===== src/rtl/packet_demux_if.sv =====
// Serial packet bus between the packet controller and the demux stage.
// The master drives the serial stream and controller state; the slave returns the demuxed byte stream.
interface packet_demux_if;
  logic       serIn;
  logic [1:0] state;
  logic       outValid;
  logic [1:0] port;
  logic [3:0] byteCount;
  logic [7:0] dataOut;
  logic [3:0] dataValid;
  logic       packetDone;
  logic       lenError;

  modport master (
    output serIn, state, outValid,
    input  port, byteCount, dataOut, dataValid, packetDone, lenError
  );

  modport slave (
    input  serIn, state, outValid,
    output port, byteCount, dataOut, dataValid, packetDone, lenError
  );
endinterface


===== src/rtl/packet_demux.sv =====
// Deserializes port/length/data fields, following the controller state, onto a shared byte bus.
// Each delivered byte raises a one-hot per-port strobe; length mismatches and aborts raise a sticky error.
module packet_demux #(
  parameter int         NPORTS = 4,
  parameter logic [1:0] S0     = 2'b00,
  parameter logic [1:0] S1     = 2'b01,
  parameter logic [1:0] S2     = 2'b10,
  parameter logic [1:0] S3     = 2'b11
) (
  input  logic          clk,
  input  logic          reset,
  packet_demux_if.slave bus
);

  typedef enum logic {PH_WAIT = 1'b0, PH_PKT = 1'b1} phase_t;

  phase_t              r_phase, w_phase_nxt;
  logic [1:0]          r_prev_state;
  logic [2:0]          r_bit_cnt, w_bit_cnt_nxt;
  logic [7:0]          r_sh, w_sh_nxt;
  logic [4:0]          r_rx_bytes, w_rx_bytes_nxt;
  logic [1:0]          r_port, w_port_nxt;
  logic [3:0]          r_byte_count, w_byte_count_nxt;
  logic [7:0]          r_data_out, w_data_out_nxt;
  logic [NPORTS-1:0]   r_data_valid, w_data_valid_nxt;
  logic                r_packet_done, w_packet_done_nxt;
  logic                r_len_error, w_len_error_nxt;

  logic                w_ov_abort;
  logic [1:0]          w_eff_state;
  logic                w_start;
  logic                w_in_pkt;

  // Next-state and output decode, driven by the controller state seen at this rising edge
  always_comb begin
    // outValid dropping mid-packet is folded into an early return to idle
    w_ov_abort        = (bus.state != S0) && !bus.outValid;
    w_eff_state       = w_ov_abort ? S0 : bus.state;
    w_start           = (r_prev_state == S0) && (w_eff_state == S1);
    w_in_pkt          = (r_phase == PH_PKT);

    w_phase_nxt       = r_phase;
    w_bit_cnt_nxt     = r_bit_cnt;
    w_sh_nxt          = r_sh;
    w_rx_bytes_nxt    = r_rx_bytes;
    w_port_nxt        = r_port;
    w_byte_count_nxt  = r_byte_count;
    w_data_out_nxt    = r_data_out;
    w_data_valid_nxt  = '0;
    w_packet_done_nxt = 1'b0;
    w_len_error_nxt   = r_len_error;

    if (w_start) begin
      w_phase_nxt     = PH_PKT;
      w_bit_cnt_nxt   = 3'd0;
      w_rx_bytes_nxt  = 5'd0;
      w_len_error_nxt = 1'b0;
    end else begin
      w_phase_nxt     = r_phase;
    end

    case (w_eff_state)
      S1: begin
        if (w_start || w_in_pkt) begin
          w_port_nxt = {r_port[0], bus.serIn};
        end else begin
          w_port_nxt = r_port;
        end
      end
      S2: begin
        if (w_in_pkt) begin
          w_byte_count_nxt = {r_byte_count[2:0], bus.serIn};
        end else begin
          w_byte_count_nxt = r_byte_count;
        end
      end
      S3: begin
        if (w_in_pkt) begin
          w_sh_nxt      = {r_sh[6:0], bus.serIn};
          w_bit_cnt_nxt = r_bit_cnt + 3'd1;
          if (r_bit_cnt == 3'd7) begin
            w_data_out_nxt = {r_sh[6:0], bus.serIn};
            w_rx_bytes_nxt = (r_rx_bytes == 5'd16) ? r_rx_bytes : r_rx_bytes + 5'd1;
            if (r_rx_bytes < {1'b0, r_byte_count}) begin
              w_data_valid_nxt = NPORTS'(1) << r_port;
            end else begin
              w_len_error_nxt  = 1'b1;
            end
          end else begin
            w_data_out_nxt = r_data_out;
          end
        end else begin
          w_sh_nxt = r_sh;
        end
      end
      S0: begin
        if (w_in_pkt) begin
          w_phase_nxt = PH_WAIT;
          if ((r_prev_state == S3) && !w_ov_abort) begin
            w_packet_done_nxt = 1'b1;
            if ((r_bit_cnt != 3'd0) || (r_rx_bytes != {1'b0, r_byte_count})) begin
              w_len_error_nxt = 1'b1;
            end else begin
              w_len_error_nxt = r_len_error;
            end
          end else begin
            w_len_error_nxt = 1'b1;
          end
        end else begin
          w_phase_nxt = r_phase;
        end
      end
      default: begin
        w_phase_nxt = r_phase;
      end
    endcase
  end

  // State and output registers
  always_ff @(posedge clk or negedge reset) begin
    if (!reset) begin
      r_phase       <= PH_WAIT;
      r_prev_state  <= S0;
      r_bit_cnt     <= 3'd0;
      r_sh          <= 8'd0;
      r_rx_bytes    <= 5'd0;
      r_port        <= 2'd0;
      r_byte_count  <= 4'd0;
      r_data_out    <= 8'd0;
      r_data_valid  <= '0;
      r_packet_done <= 1'b0;
      r_len_error   <= 1'b0;
    end else begin
      r_phase       <= w_phase_nxt;
      r_prev_state  <= w_eff_state;
      r_bit_cnt     <= w_bit_cnt_nxt;
      r_sh          <= w_sh_nxt;
      r_rx_bytes    <= w_rx_bytes_nxt;
      r_port        <= w_port_nxt;
      r_byte_count  <= w_byte_count_nxt;
      r_data_out    <= w_data_out_nxt;
      r_data_valid  <= w_data_valid_nxt;
      r_packet_done <= w_packet_done_nxt;
      r_len_error   <= w_len_error_nxt;
    end
  end

  assign bus.port       = r_port;
  assign bus.byteCount  = r_byte_count;
  assign bus.dataOut    = r_data_out;
  assign bus.dataValid  = r_data_valid;
  assign bus.packetDone = r_packet_done;
  assign bus.lenError   = r_len_error;

endmodule


===== src/flat_wrapper.sv =====
// flat-port wrapper written by rule: the top's interface ports become plain ports
module packet_demux_flat 
#(
  parameter int         NPORTS = 4,
  parameter logic [1:0] S0     = 2'b00,
  parameter logic [1:0] S1     = 2'b01,
  parameter logic [1:0] S2     = 2'b10,
  parameter logic [1:0] S3     = 2'b11
)
  (clk, reset, bus_serIn, bus_state, bus_outValid, bus_port, bus_byteCount, bus_dataOut, bus_dataValid, bus_packetDone, bus_lenError);
  packet_demux_if bus_i ();
  input  logic clk;
  input  logic reset;
  input wire logic [$bits(bus_i.serIn)-1:0] bus_serIn;
  input wire logic [$bits(bus_i.state)-1:0] bus_state;
  input wire logic [$bits(bus_i.outValid)-1:0] bus_outValid;
  output wire logic [$bits(bus_i.port)-1:0] bus_port;
  output wire logic [$bits(bus_i.byteCount)-1:0] bus_byteCount;
  output wire logic [$bits(bus_i.dataOut)-1:0] bus_dataOut;
  output wire logic [$bits(bus_i.dataValid)-1:0] bus_dataValid;
  output wire logic [$bits(bus_i.packetDone)-1:0] bus_packetDone;
  output wire logic [$bits(bus_i.lenError)-1:0] bus_lenError;
  assign bus_i.serIn = bus_serIn;
  assign bus_i.state = bus_state;
  assign bus_i.outValid = bus_outValid;
  assign bus_port = bus_i.port;
  assign bus_byteCount = bus_i.byteCount;
  assign bus_dataOut = bus_i.dataOut;
  assign bus_dataValid = bus_i.dataValid;
  assign bus_packetDone = bus_i.packetDone;
  assign bus_lenError = bus_i.lenError;
  packet_demux #(.NPORTS(NPORTS), .S0(S0), .S1(S1), .S2(S2), .S3(S3)) u_core (.clk(clk), .reset(reset), .bus(bus_i));
endmodule

===== config.mk =====
export PLATFORM = sky130hd
export DESIGN_NAME = packet_demux_flat
export DESIGN_NICKNAME = d
export VERILOG_FILES = /design/src/rtl/packet_demux_if.sv /design/src/rtl/packet_demux.sv /design/src/flat_wrapper.sv
export SDC_FILE = /design/constraint.sdc
export NUM_CORES = 1
export LEC_CHECK = 0
export CAP_MARGIN = 10
export CORE_UTILIZATION = 30
export DETAILED_ROUTE_END_ITERATION = 6
export HOLD_SLACK_MARGIN = 0.12
export MAX_ROUTING_LAYER = met4
export SETUP_SLACK_MARGIN = 0.2
export SLEW_MARGIN = 20
export SYNTH_ARGS = -nofsm -noshare
export SYNTH_HDL_FRONTEND = slang
export SYNTH_SLANG_ARGS = --single-unit

===== constraint.sdc =====
create_clock -name clk -period 2.2 [get_ports clk]
set_clock_uncertainty 0.15 [all_clocks]
set_input_delay 0.22 -clock clk [delete_from_list [all_inputs] [get_ports clk]]
set_output_delay 0.22 -clock clk [all_outputs]
set_load 0.01 [all_outputs]

==> flow_metrics.py <==
metrics = {
    "timing": {
        "report.final.hold_viol_count": 0,
        "clock.fmax_mhz": 512,
        "slew_headroom": 0.436,
        "tightest_slew_ns": 0.846,
        "final-setup-viol-count": 0,
        "setup_tns_ns": 0,
        "rsz0062_at_grt": "true",
        "finalCriticalPeriod_ns": 1.95,
        "drv_slew": 0,
        "period_share": 0.888,
        "fin_ws_ns": 0.247,
    },
    "clocking": {
        "clk_latency_ns": 0.29,
        "ctsRootBufferMaster": "clkbuf_8",
        "cts.sinks": 38,
        "clockBufferDepth": 2,
        "cts_tree": "yes",
        "numCtsBuffers": 5,
        "clkSlewWorstSetupHoldPaths_ns": 0.08,
        "cts_max_level": 2,
    },
    "drt": {
        "dr.pass1.iters": 4,
        "routedWlPerCell_microns": 11.9,
        "wl_mm": 3.35,
        "first_iter_violations": 61,
        "drcViolationCount": 0,
        "viasPerCell": 4.59,
        "vias": 1291,
        "ant_nets": 0,
    },
    "logic_synthesis": {
        "synth_compound_area_frac": 0.0794,
        "synth-simple-area-share": 0.182,
        "synthCells": 164,
        "avgSynthCellArea_sq_um": 10.8,
        "synth_nets": 183,
        "synth_seq_cells": 38,
        "yosysWarnings": 0,
        "ys_async_sr_fraction": 1.00,
        "synth_edf_count": 0,
        "synth.largest_area_cell": "dfrtp_1",
        "synth_xor_area_frac": 0,
        "synthMuxAreaShare": 0.0702,
        "synth_ff_type": "dfrtp_1",
        "synth_cell_types": 32,
        "synth_top_area_frac": 0.539,
        "synth_top_family_by_area": "simple AND/OR/NAND/NOR gates",
        "syn_area_sq_um": 1770,
        "synth-adder-area-share": 0.0921,
        "yosysSeqAreaShare": 0.539,
        "synth_area_leaders": "dfrtp_1 (54%), ha_1 (9.2%), nand2_1 (7.4%)",
    },
    "pwr": {
        "p_leak_uw": 0.00112,
        "powerDensity_nw_per_um2": 632,
        "power.total_uw": 1450,
        "clock_power_share": 0.344,
        "peakVddDrop_mv": 0.294,
        "seq_power_share": 0.526,
        "p_int_uw": 1080,
        "p_comb_frac": 0.130,
        "power_switching_uw": 374,
        "switching_share": 0.257,
    },
    "layout": {
        "area_growth_pct": 30.3,
        "multi_input_area_sq_um": 756,
        "fin_nets": 227,
        "drive_above_1_share": 0.206,
        "regArea_sq_um": 951,
        "antennaDiodeCount": 0,
        "fillerInstances": 555,
    },
    "critical_path": {
        "crit_chain": "ha_1 > nand3_1 > or4b_4 > a32o_1",
        "worst_path_max_delay_cell": "or4b_4",
        "crit_path_start_kind": "flop",
        "path_class": "flop to flop",
        "cp_data_arrival_time_ns": 1.98,
        "critPathMaxFanout": 6,
        "cp_slowest_stage_delay_ns": 0.54,
        "end_kind": "flop",
        "critPathRequiredTime_ns": 2.23,
    },
    "global_routing": {
        "antenna_found_initial": 0,
        "grt_pass1_wl_mm": 5.89,
        "track_usage": 0.129,
        "grt-ovfl-total": 0,
        "grt_pass1_vias": 1273,
        "grt_max_degree": 39,
    },
    "floorplan": {
        "core.rowCount": 27,
        "die-area_sq_um": 6200,
        "initial_utilization": 0.317,
        "io-pin-count": 26,
        "dieWidth_microns": 78.7,
        "die_h_microns": 78.7,
        "coreArea_sq_um": 5570,
    },
    "placed_design": {
        "place_hpwl_mm": 2.52,
        "place_ws_ns": -0.0689,
        "io_buffers": 25,
        "gp_congestion": 0.717,
    },
    "run_status": {
        "status": "finished clean",
    },
    "flow_run": {
        "cap_violations": 0,
    },
    "worst_hold_path": {
        "min_path_type": "flop to flop",
    },
}
## per-layer routing
metal	vias up	global-route usage	routed length [microns]
li1	651	-	-
met1	619	0.154	1590
met2	17	0.206	1620
met3	4	0.0322	89
met4	0	0.0556	46
met5	-	-	0
## power by group through the flow
| stage | Combinational [uW] | Clock, uW | Sequential, uW |
|---|---|---|---|
| 3_5_place_dp | 194 | 0 | 779 |
| 3_3_place_gp | 191 | 0 | 777 |
| 4_1_cts | 195 | 519 | 765 |
| 6_report | 189 | 500 | 765 |
| 2_1_floorplan | 78.4 | 0 | 779 |
| 5_1_grt | 209 | 542 | 773 |
## area by class of cell
class / count / share of cell area
Clock buffer: 6 / 0.0359
Sequential cell: 38 / 0.413
Inverter: 11 / 0.0179
Tap cell: 72 / 0.0392
Timing Repair Buffer: 41 / 0.160
Multi-Input combinational cell: 111 / 0.328
Clock inverter: 2 / 0.00544
## stage by stage
| stage | cell area [sq um] | hold WS (ns) | cells | utilization |
|---|---|---|---|---|
| after floorplan | 1770 | -0.226 | 164 | - |
| after global placement | 2190 | 0.234 | 272 | 0.393 |
| after detailed placement | 2190 | 0.234 | 272 | 0.393 |
| after CTS | 2290 | 0.327 | 281 | 0.411 |
| after global routing | 2300 | 0.373 | 281 | 0.413 |
| final | 2300 | 0.321 | 281 | 0.413 |
## worst max-delay path, delay by kind of cell (launching register included)
family	cells	cell delay (ns)
simple gates	2	0.64
compound gates	1	0.26
fa+ha+maj	1	0.36
flops	1	0.44
## sequential cells by signal, summed over array words and instances (netlist names)
name                   count
u_core.r_rx_bytes          5
u_core.bus.lenError        1
u_core.r_prev_state        2
u_core.r_bit_cnt           3
u_core.r_sh                7
u_core.r_phase             1
u_core.bus.dataValid       4
u_core.bus.packetDone      1
u_core.bus.byteCount       4
u_core.bus.port            2
u_core.bus.dataOut         8
## cells in the mapped netlist (2+ instances only)
cell type,instances
inv_1,11
buf_2,2
nor2_1,8
o21ai_0,9
a31oi_1,3
nand3_1,10
dfrtp_1,38
a22o_1,2
ha_1,13
nor3_1,2
mux2_2,11
nand2_1,35
## logic make-up (layout without fill, tap and decap cells)
logic type | Yosys count | in the layout
AND/OR/NAND/NOR | 65 | 65
flip-flops | 38 | 38
AO/OA/AOI/OAI | 22 | 22
buffers and inverters | 15 | 60
adder cells (fa/ha/maj) | 13 | 13
multiplexers | 11 | 11
## what timing repair did
action                                  in CTS  in global routing
hold buffers                                 1                  0
endpoints found under the hold margin       38                  0
setup buffers                                0                  0
endpoints found under the setup margin       0                  5
gates resized for setup                      0                  4
## layout by cell type (no fill, tap or decap), types with 2 or more instances in the layout
cell             instances
dfrtp_1                 38
nand2_1                 35
clkdlybuf4s50_1         24
buf_4                   15
mux2_2                  11
ha_1                    11
inv_1                   10
nand3_1                 10
o21ai_0                  9
nor2_1                   8
clkbuf_8                 6
a31oi_1                  3
nor3_1                   2
a22o_1                   2
ha_2                     2
## path summary, 6_finish.rpt
kind                       depth (start not counted)                      end                  from  slack [ns]
max reg2reg                                        4      u_core.bus.lenError  u_core.r_rx_bytes[3]        0.25
max                                                4      u_core.bus.lenError  u_core.r_rx_bytes[3]        0.25
min reg2reg                                        2    u_core.bus.dataOut[7]        u_core.r_sh[6]        0.32
max in group asynchronous                          2  u_core.bus.byteCount[0]                 reset        0.94
min                                                2    u_core.bus.dataOut[7]        u_core.r_sh[6]        0.32
min in group asynchronous                          2    u_core.bus.dataOut[7]                 reset        0.41
Note: power is estimated with default switching activity, not from simulation.
